**src/rtl/i2c_pkg.sv**
```systemverilog
// Shared types and constants for the I2C role arbiter and the engines that
// consume its mux select.
package i2c_pkg;

    typedef enum logic [2:0] {
        FREE_WAIT = 3'd0,
        IDLE      = 3'd1,
        MASTER    = 3'd2,
        SLAVE_ACT = 3'd3,
        LOST      = 3'd4
    } arb_state_t;

    localparam logic MS_MASTER = 1'b0;
    localparam logic MS_SLAVE  = 1'b1;

    // Saturating increment used by every arbiter counter.
    function automatic logic [15:0] sat_inc16(input logic [15:0] value, input logic [15:0] max_value);
        logic [15:0] result;
        if (value == max_value) begin
            result = value;
        end else begin
            result = value + 16'd1;
        end
        return result;
    endfunction

endpackage

```
**src/rtl/i2c_cond_detect.sv**
```systemverilog
// START/STOP/SCL-rise detector on synchronised bus lines; every pulse is
// registered and appears one clock after the sampled edge.
module i2c_cond_detect (
    input  logic clk,
    input  logic rst,
    input  logic sda,
    input  logic scl,
    output logic start_det,
    output logic stop_det,
    output logic scl_rise
);

    logic sda_prev_r;
    logic scl_prev_r;
    logic start_r;
    logic stop_r;
    logic rise_r;
    logic start_s;
    logic stop_s;
    logic rise_s;

    // Previous-line registers idle high so a released bus yields no false START.
    assign start_s = scl_prev_r & scl & sda_prev_r & ~sda;
    assign stop_s  = scl_prev_r & scl & ~sda_prev_r & sda;
    assign rise_s  = ~scl_prev_r & scl;

    // Line history and pulse registers.
    always_ff @(posedge clk or posedge rst) begin
        if (rst) begin
            sda_prev_r <= 1'b1;
            scl_prev_r <= 1'b1;
            start_r    <= 1'b0;
            stop_r     <= 1'b0;
            rise_r     <= 1'b0;
        end else begin
            sda_prev_r <= sda;
            scl_prev_r <= scl;
            start_r    <= start_s;
            stop_r     <= stop_s;
            rise_r     <= rise_s;
        end
    end

    assign start_det = start_r;
    assign stop_det  = stop_r;
    assign scl_rise  = rise_r;

endmodule

```
**src/rtl/i2c_role_arbiter.sv**
```systemverilog
// Chooses whether the master or slave engine owns the shared I2C datapath,
// qualifying the bus as free and recovering from arbitration loss or SCL stuck low.
module i2c_role_arbiter
    import i2c_pkg::*;
#(
    parameter int BUS_FREE_CYCLES = 16,
    parameter int TIMEOUT_CYCLES  = 4096,
    parameter int CNT_W           = 13
) (
    input  logic clk,
    input  logic rst,
    input  logic SDA_sync,
    input  logic SCL_sync,
    input  logic master_req,
    input  logic master_SDA_out,
    output logic ms_select,
    output logic master_grant,
    output logic bus_busy,
    output logic start_det,
    output logic stop_det,
    output logic arb_lost,
    output logic timeout
);

    localparam logic [CNT_W-1:0] FREE_LAST = CNT_W'(BUS_FREE_CYCLES - 1);
    localparam logic [CNT_W-1:0] TO_LAST   = CNT_W'(TIMEOUT_CYCLES - 1);
    localparam logic [CNT_W-1:0] CNT_MAX   = {CNT_W{1'b1}};

    arb_state_t       state_r, next_state_s;
    logic [CNT_W-1:0] cnt_r, cnt_nxt_s, cnt_inc_s;
    logic             started_r, started_nxt_s;
    logic             ms_select_r, master_grant_r, bus_busy_r, arb_lost_r, timeout_r;
    logic             arb_s, to_s, busy_nxt_s;
    logic             start_s, stop_s, rise_s, line_free_s;

    i2c_cond_detect u_cond (
        .clk       (clk),
        .rst       (rst),
        .sda       (SDA_sync),
        .scl       (SCL_sync),
        .start_det (start_s),
        .stop_det  (stop_s),
        .scl_rise  (rise_s)
    );

    assign line_free_s = SDA_sync & SCL_sync;
    assign cnt_inc_s   = CNT_W'(sat_inc16(16'(cnt_r), 16'(CNT_MAX)));

    // Next-state, shared counter and pulse decisions.
    always_comb begin
        next_state_s  = state_r;
        cnt_nxt_s     = cnt_r;
        started_nxt_s = 1'b0;
        arb_s         = 1'b0;
        to_s          = 1'b0;
        case (state_r)
            FREE_WAIT: begin
                if (start_s) begin
                    next_state_s = SLAVE_ACT;
                end else if (!line_free_s) begin
                    cnt_nxt_s = '0;
                end else if (cnt_r == FREE_LAST) begin
                    next_state_s = IDLE;
                end else begin
                    cnt_nxt_s = cnt_inc_s;
                end
            end
            IDLE: begin
                if (start_s) begin
                    next_state_s = SLAVE_ACT;
                end else if (master_req) begin
                    next_state_s = MASTER;
                end else begin
                    next_state_s = IDLE;
                end
            end
            MASTER, SLAVE_ACT, LOST: begin
                if (stop_s) begin
                    next_state_s = FREE_WAIT;
                end else if (!SCL_sync && (cnt_r == TO_LAST)) begin
                    to_s         = 1'b1;
                    next_state_s = FREE_WAIT;
                end else begin
                    cnt_nxt_s = SCL_sync ? '0 : cnt_inc_s;
                    if (state_r != MASTER) begin
                        next_state_s = state_r;
                    end else if (rise_s && master_SDA_out && !SDA_sync) begin
                        arb_s        = 1'b1;
                        next_state_s = LOST;
                    end else if (!started_r && !start_s && !master_req) begin
                        next_state_s = IDLE;
                    end else begin
                        started_nxt_s = started_r | start_s;
                    end
                end
            end
            default: begin
                next_state_s = FREE_WAIT;
                cnt_nxt_s    = '0;
            end
        endcase
        // Any state change restarts the shared counter.
        if (next_state_s != state_r) begin
            cnt_nxt_s = '0;
        end else begin
            cnt_nxt_s = cnt_nxt_s;
        end
        case (next_state_s)
            IDLE:    busy_nxt_s = 1'b0;
            MASTER:  busy_nxt_s = started_nxt_s;
            default: busy_nxt_s = 1'b1;
        endcase
    end

    // State, counter and registered outputs.
    always_ff @(posedge clk or posedge rst) begin
        if (rst) begin
            state_r        <= FREE_WAIT;
            cnt_r          <= '0;
            started_r      <= 1'b0;
            ms_select_r    <= MS_SLAVE;
            master_grant_r <= 1'b0;
            bus_busy_r     <= 1'b1;
            arb_lost_r     <= 1'b0;
            timeout_r      <= 1'b0;
        end else begin
            state_r        <= next_state_s;
            cnt_r          <= cnt_nxt_s;
            started_r      <= started_nxt_s;
            ms_select_r    <= (next_state_s == MASTER) ? MS_MASTER : MS_SLAVE;
            master_grant_r <= (next_state_s == MASTER);
            bus_busy_r     <= busy_nxt_s;
            arb_lost_r     <= arb_s;
            timeout_r      <= to_s;
        end
    end

    assign ms_select    = ms_select_r;
    assign master_grant = master_grant_r;
    assign bus_busy     = bus_busy_r;
    assign start_det    = start_s;
    assign stop_det     = stop_s;
    assign arb_lost     = arb_lost_r;
    assign timeout      = timeout_r;

endmodule
```
**config.mk**
```make
export PLATFORM = sky130hd
export DESIGN_NAME = i2c_role_arbiter
export DESIGN_NICKNAME = d
export VERILOG_FILES = /design/src/rtl/i2c_pkg.sv /design/src/rtl/i2c_cond_detect.sv /design/src/rtl/i2c_role_arbiter.sv
export SDC_FILE = /design/constraint.sdc
export NUM_CORES = 1
export LEC_CHECK = 0
export ABC_AREA = 1
export CORE_ASPECT_RATIO = 0.75
export CORE_UTILIZATION = 60
export DETAILED_ROUTE_END_ITERATION = 8
export DONT_BUFFER_PORTS = 1
export HOLD_SLACK_MARGIN = 0.1
export PLACE_DENSITY_LB_ADDON = 0.2
export SLEW_MARGIN = 20
export SYNTH_ARGS = -nofsm -noshare
export SYNTH_HDL_FRONTEND = slang
export SYNTH_SLANG_ARGS = --single-unit
export TNS_END_PERCENT = 100
```
**constraint.sdc**
```tcl
create_clock -name clk -period 2.5 [get_ports clk]
set_input_delay 0.5 -clock clk [delete_from_list [all_inputs] [get_ports clk]]
set_output_delay 0.5 -clock clk [all_outputs]
set_load 0.02 [all_outputs]
```
==> flow_metrics.env, run 1 <==
export IMPL_status="completed"
export IMPL_critPathRequiredTime_ns=2.66
export IMPL_synth_top_cell_by_area="dfrtp_1"
export IMPL_place_gp_congestion=0.995
export IMPL_ys_ff_latch=27
export IMPL_grt_max_degree=28
export IMPL_p_int_mw=0.786
export IMPL_antenna_found_initial=0
export IMPL_final_util_pct=65.8
export IMPL_synth_nets=268
export IMPL_hold_violations=0
export IMPL_fmax_mhz=483
export IMPL_grt_pass1_wl_mm=6.93
export IMPL_synth_edf_count=0
export IMPL_combPwrFrac_pct=40.1
export IMPL_worst_r2r_setup_slack_ns=0.43
export IMPL_nets=271
export IMPL_finalClockSkew_ns=0.00886
export IMPL_powerDensity_nw_per_um2=751
export IMPL_dpl_cell_count=297
export IMPL_fp_dieArea_sq_um=3330
export IMPL_cts_buffers_inserted=3
export IMPL_grt_pass1_vias=1431
export IMPL_fp_coreArea_sq_um=2940
export IMPL_cts_tree="done"
export IMPL_start_kind="flop"
export IMPL_drv_cap=0
export IMPL_critical_path_class="flop to flop"
export IMPL_dr_pass1_iters=4
export IMPL_worstMarginPinSlew_ns=0.410
export IMPL_gr_total_overflow=0
export IMPL_clk_pin_slew_ns=0.10
export IMPL_dieHeight_um=50.2
export IMPL_postSynthAreaPerCell_sq_um=7.12
export IMPL_pre_cts_ws_ns=0.479
export IMPL_ys_flop_type="dfrtp_1"
export IMPL_yosys_cell_types_count=30
export IMPL_cp_end_kind="flop"
export IMPL_cp_slowest_cell="dfrtp_1"
export IMPL_switching_share_pct=45.8
export IMPL_ctsResizeCount=0
export IMPL_netlist_instances=261
export IMPL_crit_arrival_ns=2.23
export IMPL_p_seq_share_pct=41.2
export IMPL_ys_seq_area_share_pct=36.6
export IMPL_synthesis_area_sq_um=1860
export IMPL_routedWlPerCell_um=13.7
export IMPL_yosysMostFrequentCell="nand2_1"
export IMPL_io_pins=13
export IMPL_slowest_delay_ns=0.47
export IMPL_fin_crit_sh_pct=82.9
export IMPL_leakagePower_nw=0.907
export IMPL_drive_gt1_share_pct=19.4
export IMPL_setup_violations_final=0
export IMPL_start_util_pct=63.3
export IMPL_clock_root_buffer="clkbuf_8"
export IMPL_drc_errors=0
export IMPL_numPortBuffers=0
export IMPL_slew_headroom_pct=72.7
export IMPL_min_period_ns=2.07
export IMPL_dpl_hpwl_mm=3.17
export IMPL_crit_fanout=12
export IMPL_first_iter_violations=280
export IMPL_setup_tns_final_ns=0
export IMPL_cts_buffer_depth=2
export IMPL_hp_class="input pin to async pin"
export IMPL_crit_chain="ha_1 -> nand2_2 -> nor2_4 -> nand4_4 -> nand3_2 -> nand3_2 -> nand2_1 -> nand2_1 -> nand2_2 -> nor2_1"
export IMPL_holdWs_ns=0.150
export IMPL_via_count=1625
export IMPL_clk_latency_ns=0.28
export IMPL_yosys_warnings=0
export IMPL_rsz0062_at_grt="false"
export IMPL_synth_top_area_share_pct=31.0
export IMPL_postLayoutCellArea_sq_um=1930
export IMPL_ir_drop_mv=0.550
export IMPL_clkPwrFrac_pct=18.7
export IMPL_grt_total_usage_pct=28.3
export IMPL_viasPerCell=5.40
export IMPL_dieWidth_um=66.3
export IMPL_drtAntennaViolNets=0
export IMPL_finalPower_mw=1.45
export IMPL_cts_max_level=1
export IMPL_hold_buffers=0
export IMPL_area_growth_pct=3.84
export IMPL_place_area_sq_um=1880
export IMPL_synth_area_leaders="dfrtp_1 31%, nand2_1 15%, nor2_1 7.9%"
export IMPL_stdcell_count=301
export IMPL_power_switching_mw=0.664
export IMPL_cts_setup_buffers=0
export IMPL_report_final_slew_viol_count=0
export IMPL_setup_slack_ns=0.428
export IMPL_netlist_top_cells_count="72 x nand2_1, 39 x nor2_1, 28 x inv_1, 23 x dfrtp_1, 11 x nor2_2"
export IMPL_diodes=0
export IMPL_cts_sinks=27
export IMPL_wirelength_mm=4.13
export IMPL_rows=17
export IMPL_async_flop_share_pct=100
-- cells in the final DEF, fill, tap and decap left out --
cell / count
o21ai_1: 4
o22ai_2: 1
or2_2: 3
nand2_1: 72
nor2_2: 11
a21oi_1: 8
nor4_1: 1
nor2b_1: 2
dfstp_2: 4
a211oi_1: 1
nand3_1: 10
nor2_4: 5
nor2_1: 39
buf_4: 1
nand2_2: 9
nand2_4: 2
clkbuf_8: 3
dfrtp_1: 23
ha_1: 1
nand4_1: 9
nand4_4: 1
nand3_2: 2
xor2_1: 4
inv_2: 7
inv_6: 1
nand3_4: 1
o31ai_1: 1
inv_1: 28
o21ai_0: 3
nor3_1: 2
nand3b_1: 3
nor3b_1: 1
-- worst paths after layout --
path | startpoint | to | cells after the start
setup / recovery | cnt_r[0] | cnt_r[10] | 10
hold / removal | rst | timeout | 2
setup reg to reg | cnt_r[0] | cnt_r[10] | 10
hold reg to reg | u_cond.sda_prev_r | u_cond.start_det | 2
max in group asynchronous | rst | bus_busy | 2
min in group clk | SDA_sync | u_cond.sda_prev_r | 0
-- logic make-up after synthesis --
| kind of cell | count (synthesis) | synth area share (%) |
|---|---|---|
| AO/OA/AOI/OAI | 18 | 5.52 |
| XOR/XNOR | 4 | 1.88 |
| adder cells (fa/ha/maj) | 1 | 0.673 |
| buffers and inverters | 38 | 8.88 |
| flip-flops | 27 | 36.6 |
| AND/OR/NAND/NOR | 173 | 46.4 |
-- final cells by class --
type | instances | area [sq um]
clock buffers | 3 | 41.3
clock inverters | 1 | 8.76
fillers | 262 | 1000
inverters | 35 | 131
multi-input cells | 196 | 1010
flip-flops and latches | 27 | 681
well taps | 38 | 47.5
repair buffers | 1 | 7.51
-- critical path: cells and delay by family (launching register included) --
family	cells	cell delay, ns
and+or+nand+nor	9	1.18
DFF	1	0.47
adders and majority gates	1	0.29
-- power groups by stage --
stage | registers (mW) | logic [mW] | clock network (mW)
after floorplan | 0.578 | 0.547 | 0
after global placement | 0.602 | 0.576 | 0
after detailed placement | 0.605 | 0.575 | 0
after CTS | 0.596 | 0.579 | 0.276
after global routing | 0.605 | 0.656 | 0.292
final | 0.598 | 0.581 | 0.270
-- flip-flops by register name (all words and copies together) (netlist names) --
signal	flops
u_cond.start_det	1
u_cond.sda_prev_r	1
u_cond.scl_prev_r	1
started_r	1
timeout	1
u_cond.scl_rise	1
arb_lost	1
ms_select	1
cnt_r	13
bus_busy	1
u_cond.stop_det	1
master_grant	1
state_r	3
-- per-layer routing --
metal	GRT usage (%)	vias up	wire (um)
met5	0	-	0
met2	34.9	73	1490
li1	-	821	-
met4	5.67	0	30
met3	8.18	6	511
met1	47.1	725	2090
(Power assumes the default switching activity.)
==> inputs of run 2 (changes only) <==
==> constraint.sdc (replaced) <==
create_clock -name clk -period 2 [get_ports clk]
set_input_delay 0.4 -clock clk [delete_from_list [all_inputs] [get_ports clk]]
set_output_delay 0.4 -clock clk [all_outputs]
set_load 0.02 [all_outputs]
==> run 2 against run 1 <==
Compared with the run above:
- combinational power grew 47%
- hold slack gained 0.018 ns
- routed wire length grew 5.4%
- count of clock-buffer cells in the layout is the same
- global-route usage is essentially flat
- via count grew 5.8%
- sequential power grew 24%
- core utilization grew 4.0 points
- design area grew 6.1%
==> flow_metrics.env, run 2 (synthesis results as in run 1) <==
export IMPL_drc_errors=0
export IMPL_crit_fanout=9
export IMPL_diodes=0
export IMPL_grt_pass1_vias=1497
export IMPL_critPathRequiredTime_ns=2.22
export IMPL_place_gp_congestion=0.967
export IMPL_fill_cells=246
export IMPL_viasPerCell=5.50
export IMPL_gr_total_overflow=0
export IMPL_area_growth_pct=10.2
export IMPL_worst_r2r_setup_slack_ns=0.15
export IMPL_clk_pin_slew_ns=0.10
export IMPL_clk_latency_ns=0.28
export IMPL_io_pins=13
export IMPL_rows=17
export IMPL_dieHeight_um=50.2
export IMPL_pre_cts_ws_ns=0.0647
export IMPL_most_common_layout_cells="72 x nand2_1, 39 x nor2_1, 28 x inv_1, 23 x dfrtp_1, 11 x nor2_2"
export IMPL_fp_dieArea_sq_um=3330
export IMPL_r2r_start="cnt_r[1]"
export IMPL_top_register="cnt_r"
export IMPL_slew_headroom_pct=68.9
export IMPL_nets=283
export IMPL_numPortBuffers=0
export IMPL_crit_arrival_ns=2.08
export IMPL_drv_cap=0
export IMPL_start_util_pct=63.3
export IMPL_dieWidth_um=66.3
export IMPL_cts_buffer_depth=2
export IMPL_min_period_ns=1.85
export IMPL_finalClockSkew_ns=0.00312
export IMPL_dpl_hpwl_mm=3.21
export IMPL_rsz0062_at_grt="false"
export IMPL_min_from="SDA_sync"
export IMPL_grt_pass1_wl_mm=6.83
export IMPL_status="completed"
export IMPL_report_final_slew_viol_count=0
export IMPL_antenna_found_initial=0
export IMPL_layout_cells_most_common="nand2_1"
export IMPL_fp_coreArea_sq_um=2940
export IMPL_fin_crit_sh_pct=92.7
export IMPL_grt_max_degree=20
export IMPL_drive_gt1_share_pct=22.2
export IMPL_fmax_mhz=540
export IMPL_start_kind="flop"
export IMPL_hp_class="input pin to flop"
export IMPL_dr_pass1_iters=5
export IMPL_largest_reg_flops=13
export IMPL_powerDensity_nw_per_um2=941
export IMPL_critical_path_class="flop to flop"
export IMPL_reg2regPathDepth=12
export IMPL_routedWlPerCell_um=13.9
export IMPL_min_path_cells=1
export IMPL_wirelength_mm=4.35
export IMPL_setup_slack_ns=0.147
export IMPL_cts_tree="done"
export IMPL_grt_total_usage_pct=28.3
export IMPL_worstMarginPinSlew_ns=0.467
export IMPL_rr_endpoint="cnt_r[7]"
export IMPL_first_iter_violations=175
export IMPL_leakagePower_nw=0.974
export IMPL_cts_buffers_inserted=3
export IMPL_largestRegisters="cnt_r x13, state_r x3"
export IMPL_hold_violations=0
export IMPL_cp_end_kind="flop"
export IMPL_ir_drop_mv=0.597
export IMPL_setup_tns_final_ns=0
export IMPL_clock_root_buffer="clkbuf_8"
export IMPL_drtAntennaViolNets=0
export IMPL_via_count=1720
export IMPL_cts_max_level=1
export IMPL_holdWs_ns=0.167
export IMPL_hold_path_endpoint="u_cond.start_det"
export IMPL_cts_sinks=27
export IMPL_setup_violations_final=0
==> run 2: what timing repair did <==
action | 4_1_cts | 5_1_grt
buffers inserted | 0 | 5
hold buffers | 2 | 1
setup endpoints to repair | 0 | 13
resized for setup | 0 | 3
hold endpoints to repair | 5 | 1
==> run 2: worst max-delay path by stage <==
stage / cells past startpoint / endpoint / slack [ns] / start
6_report: 12 / cnt_r[7] / 0.15 / cnt_r[1]
3_3_place_gp: 10 / cnt_r[9] / 0.14 / cnt_r[1]
4_1_cts: 10 / cnt_r[9] / 0.05 / cnt_r[1]
2_1_floorplan: 11 / cnt_r[1] / 0.24 / cnt_r[0]
5_1_grt: 9 / cnt_r[9] / 0.008 / state_r[0]
3_5_place_dp: 10 / cnt_r[9] / 0.06 / cnt_r[1]
==> run 2: stage by stage <==
stage / area (sq um) / utilization, % / cells / power [mW]
2_1_floorplan: 1860 / - / 261 / 1.41
3_3_place_gp: 1900 / 64.8 / 300 / 1.49
3_5_place_dp: 1900 / 64.8 / 300 / 1.50
4_1_cts: 1970 / 67.2 / 306 / 1.83
5_1_grt: 2050 / 69.8 / 313 / 2.05
6_report: 2050 / 69.8 / 313 / 1.93
==> run 2: per-layer routing <==
| metal | wire length [um] | track usage (%) | vias up |
|---|---|---|---|
| met5 | 0 | 0 | - |
| met4 | 68 | 5.67 | 0 |
| met3 | 502 | 9.77 | 13 |
| met2 | 1710 | 38.3 | 94 |
| met1 | 2070 | 43.3 | 763 |
| li1 | - | - | 850 |
==> run 2: final cells by class <==
| class | count | area, sq um | share of cell area, % |
|---|---|---|---|
| clock inverter | 1 | 8.76 | 0.428 |
| clock buffer | 3 | 41.3 | 2.02 |
| multi-input combinational | 197 | 1040 | 50.8 |
| tap | 38 | 47.5 | 2.32 |
| inverter | 35 | 131 | 6.41 |
| timing repair buffer | 12 | 97.6 | 4.76 |
| sequential | 27 | 681 | 33.2 |
==> run 2: critical path, stage by stage, from the launching register on <==
cell	delay, ns
dfrtp_1	0.44
ha_4	0.20
nand2_2	0.08
nor2_4	0.17
nand4_4	0.15
nand2_2	0.12
nand2_2	0.10
nand3_4	0.14
buf_4	0.14
nand2_1	0.04
o21ai_1	0.08
inv_1	0.06
nor2_2	0.08
==> run 2: where the power goes <==
group / total, mW / switching [mW] / internal (mW)
sequential: 0.741 / 0.112 / 0.629
combinational: 0.854 / 0.576 / 0.277
clock: 0.332 / 0.186 / 0.147
==> inputs of run 3 (changes only) <==
--- a/config.mk
+++ b/config.mk
@@ -12,7 +12,6 @@
 export DONT_BUFFER_PORTS = 1
 export HOLD_SLACK_MARGIN = 0.1
 export PLACE_DENSITY_LB_ADDON = 0.2
-export SLEW_MARGIN = 20
 export SYNTH_ARGS = -nofsm -noshare
 export SYNTH_HDL_FRONTEND = slang
 export SYNTH_SLANG_ARGS = --single-unit
==> constraint.sdc (replaced) <==
create_clock -name clk -period 2 [get_ports clk]
set_input_delay 0.1 -clock clk [delete_from_list [all_inputs] [get_ports clk]]
set_output_delay 0.1 -clock clk [all_outputs]
set_load 0.02 [all_outputs]
==> run 3 against run 2 <==
Compared with the run above:
- non-clock buffer count decreased by 3
- core utilization decreased by 1.2 points
- critical path depth unchanged
- combinational power decreased by 0.7%
- critical path type unchanged
- largest cell class unchanged
==> flow_metrics.env, run 3 (synthesis results as in run 1) <==
export IMPL_layout_cells_most_common="nand2_1"
export IMPL_io_pins=13
export IMPL_top_register="cnt_r"
export IMPL_cp_slowest_cell="dfrtp_1"
export IMPL_multiInputGateArea_sq_um=1030
export IMPL_nets=279
export IMPL_status="completed"
export IMPL_cp_end_kind="flop"
export IMPL_drive_gt1_share_pct=21.0
export IMPL_fp_dieArea_sq_um=3330
export IMPL_report_final_slew_viol_count=0
export IMPL_drc_errors=0
export IMPL_worstMarginPinSlew_ns=0.493
export IMPL_drtAntennaViolNets=0
export IMPL_largestRegisters="cnt_r x13, state_r x3"
export IMPL_largest_reg_flops=13
export IMPL_setup_violations_final=0
export IMPL_start_util_pct=63.3
export IMPL_area_growth_pct=8.28
export IMPL_place_area_sq_um=1900
export IMPL_wirelength_mm=4.23
export IMPL_cts_buffers_inserted=3
export IMPL_diodes=0
export IMPL_clk_latency_ns=0.28
export IMPL_dieWidth_um=66.3
export IMPL_numPortBuffers=0
export IMPL_slew_headroom_pct=67.1
export IMPL_routedWlPerCell_um=13.7
export IMPL_critical_path_class="flop to flop"
export IMPL_fin_crit_sh_pct=95.8
export IMPL_leakagePower_nw=0.945
export IMPL_postLayoutCellArea_sq_um=2010
export IMPL_grt_total_usage_pct=28.1
export IMPL_cts_tree="done"
export IMPL_clock_root_buffer="clkbuf_8"
export IMPL_cts_max_level=1
export IMPL_cts_buffer_depth=2
export IMPL_place_gp_congestion=0.965
export IMPL_fmax_mhz=522
export IMPL_seq_area_sq_um=681
export IMPL_cpMostUsedCell="nand2_2"
export IMPL_first_iter_violations=159
export IMPL_grt_pass1_vias=1457
export IMPL_crit_arrival_ns=2.14
export IMPL_fp_coreArea_sq_um=2940
export IMPL_fill_cells=253
export IMPL_ir_drop_mv=0.692
export IMPL_most_common_layout_cells="72 x nand2_1, 39 x nor2_1, 28 x inv_1, 23 x dfrtp_1, 11 x nor2_2"
export IMPL_viasPerCell=5.58
export IMPL_worst_r2r_setup_slack_ns=0.08
export IMPL_pre_cts_ws_ns=0.0724
export IMPL_cts_sinks=27
export IMPL_finalClockSkew_ns=0.00543
export IMPL_hold_violations=0
export IMPL_dieHeight_um=50.2
export IMPL_antenna_found_initial=0
export IMPL_hp_class="input pin to flop"
export IMPL_drv_cap=0
export IMPL_final_util_pct=68.6
export IMPL_critPathRequiredTime_ns=2.22
export IMPL_slowest_delay_ns=0.40
export IMPL_powerDensity_nw_per_um2=951
export IMPL_dpl_hpwl_mm=3.19
export IMPL_crit_fanout=17
export IMPL_grt_max_degree=20
export IMPL_dr_pass1_iters=5
export IMPL_start_kind="flop"
export IMPL_crit_chain="ha_2 -> nand2_2 -> nor2_4 -> nand4_4 -> nand2_2 -> nand2_2 -> nand3_4 -> buf_4 -> nand2_1 -> o21ai_1 -> inv_1 -> nor2_2"
export IMPL_gr_total_overflow=0
export IMPL_clk_pin_slew_ns=0.10
export IMPL_via_count=1724
export IMPL_min_period_ns=1.92
export IMPL_grt_pass1_wl_mm=6.82
export IMPL_rows=17
export IMPL_setup_slack_ns=0.0840
run 3: critical path: cells and delay by family (launching register included):
family | cells | cell delay, ns
simple gates | 8 | 0.91
flops | 1 | 0.40
fa+ha+maj | 1 | 0.25
buf+inv | 2 | 0.21
compound gates | 1 | 0.08
run 3: metrics by stage:
step | hold WS, ns | setup TNS, ns | power, mW | std cells
after floorplan | 0.104 | 0 | 1.41 | 261
after global placement | 0.0467 | 0 | 1.49 | 299
after detailed placement | 0.0431 | 0 | 1.50 | 299
after CTS | 0.142 | 0 | 1.83 | 306
after global routing | 0.175 | -0.0226 | 2.04 | 309
final | 0.142 | 0 | 1.91 | 309
run 3: worst paths after layout:
check | endpoint | depth (start not counted) | start
max | cnt_r[7] | 12 | cnt_r[1]
min | state_r[2] | 4 | master_SDA_out
max reg2reg | cnt_r[7] | 12 | cnt_r[1]
min reg2reg | u_cond.scl_rise | 1 | u_cond.scl_prev_r
max in group asynchronous | bus_busy | 3 | rst
min in group asynchronous | cnt_r[0] | 2 | rst
run 3: where the power goes:
part / internal, mW / switching (mW) / leakage [nW]
logic: 0.269 / 0.579 / 0.562
clock network: 0.147 / 0.187 / 0.0261
registers: 0.629 / 0.104 / 0.358
run 3: layout make-up:
class | instances | area share [%]
clock buffer | 3 | 2.05
clock inverter | 1 | 0.435
inverter | 35 | 6.53
multi-input combinational | 196 | 51.1
sequential | 27 | 33.8
tap | 38 | 2.36
timing repair buffer | 9 | 3.73
run 3: per-layer routing:
| layer | GRT usage [%] | routed length, um | vias up |
|---|---|---|---|
| met5 | 0 | 0 | - |
| met1 | 43.2 | 1990 | 787 |
| li1 | - | - | 835 |
| met2 | 37.6 | 1700 | 100 |
| met3 | 10.2 | 533 | 2 |
| met4 | 4.96 | 12 | 0 |
run 3: repair_timing:
action | 4_1_cts | 5_1_grt
hold buffers | 3 | 0
setup endpoints to repair | 0 | 13
endpoints found under the hold margin | 20 | 0
setup buffers | 0 | 3
resized for setup | 0 | 3
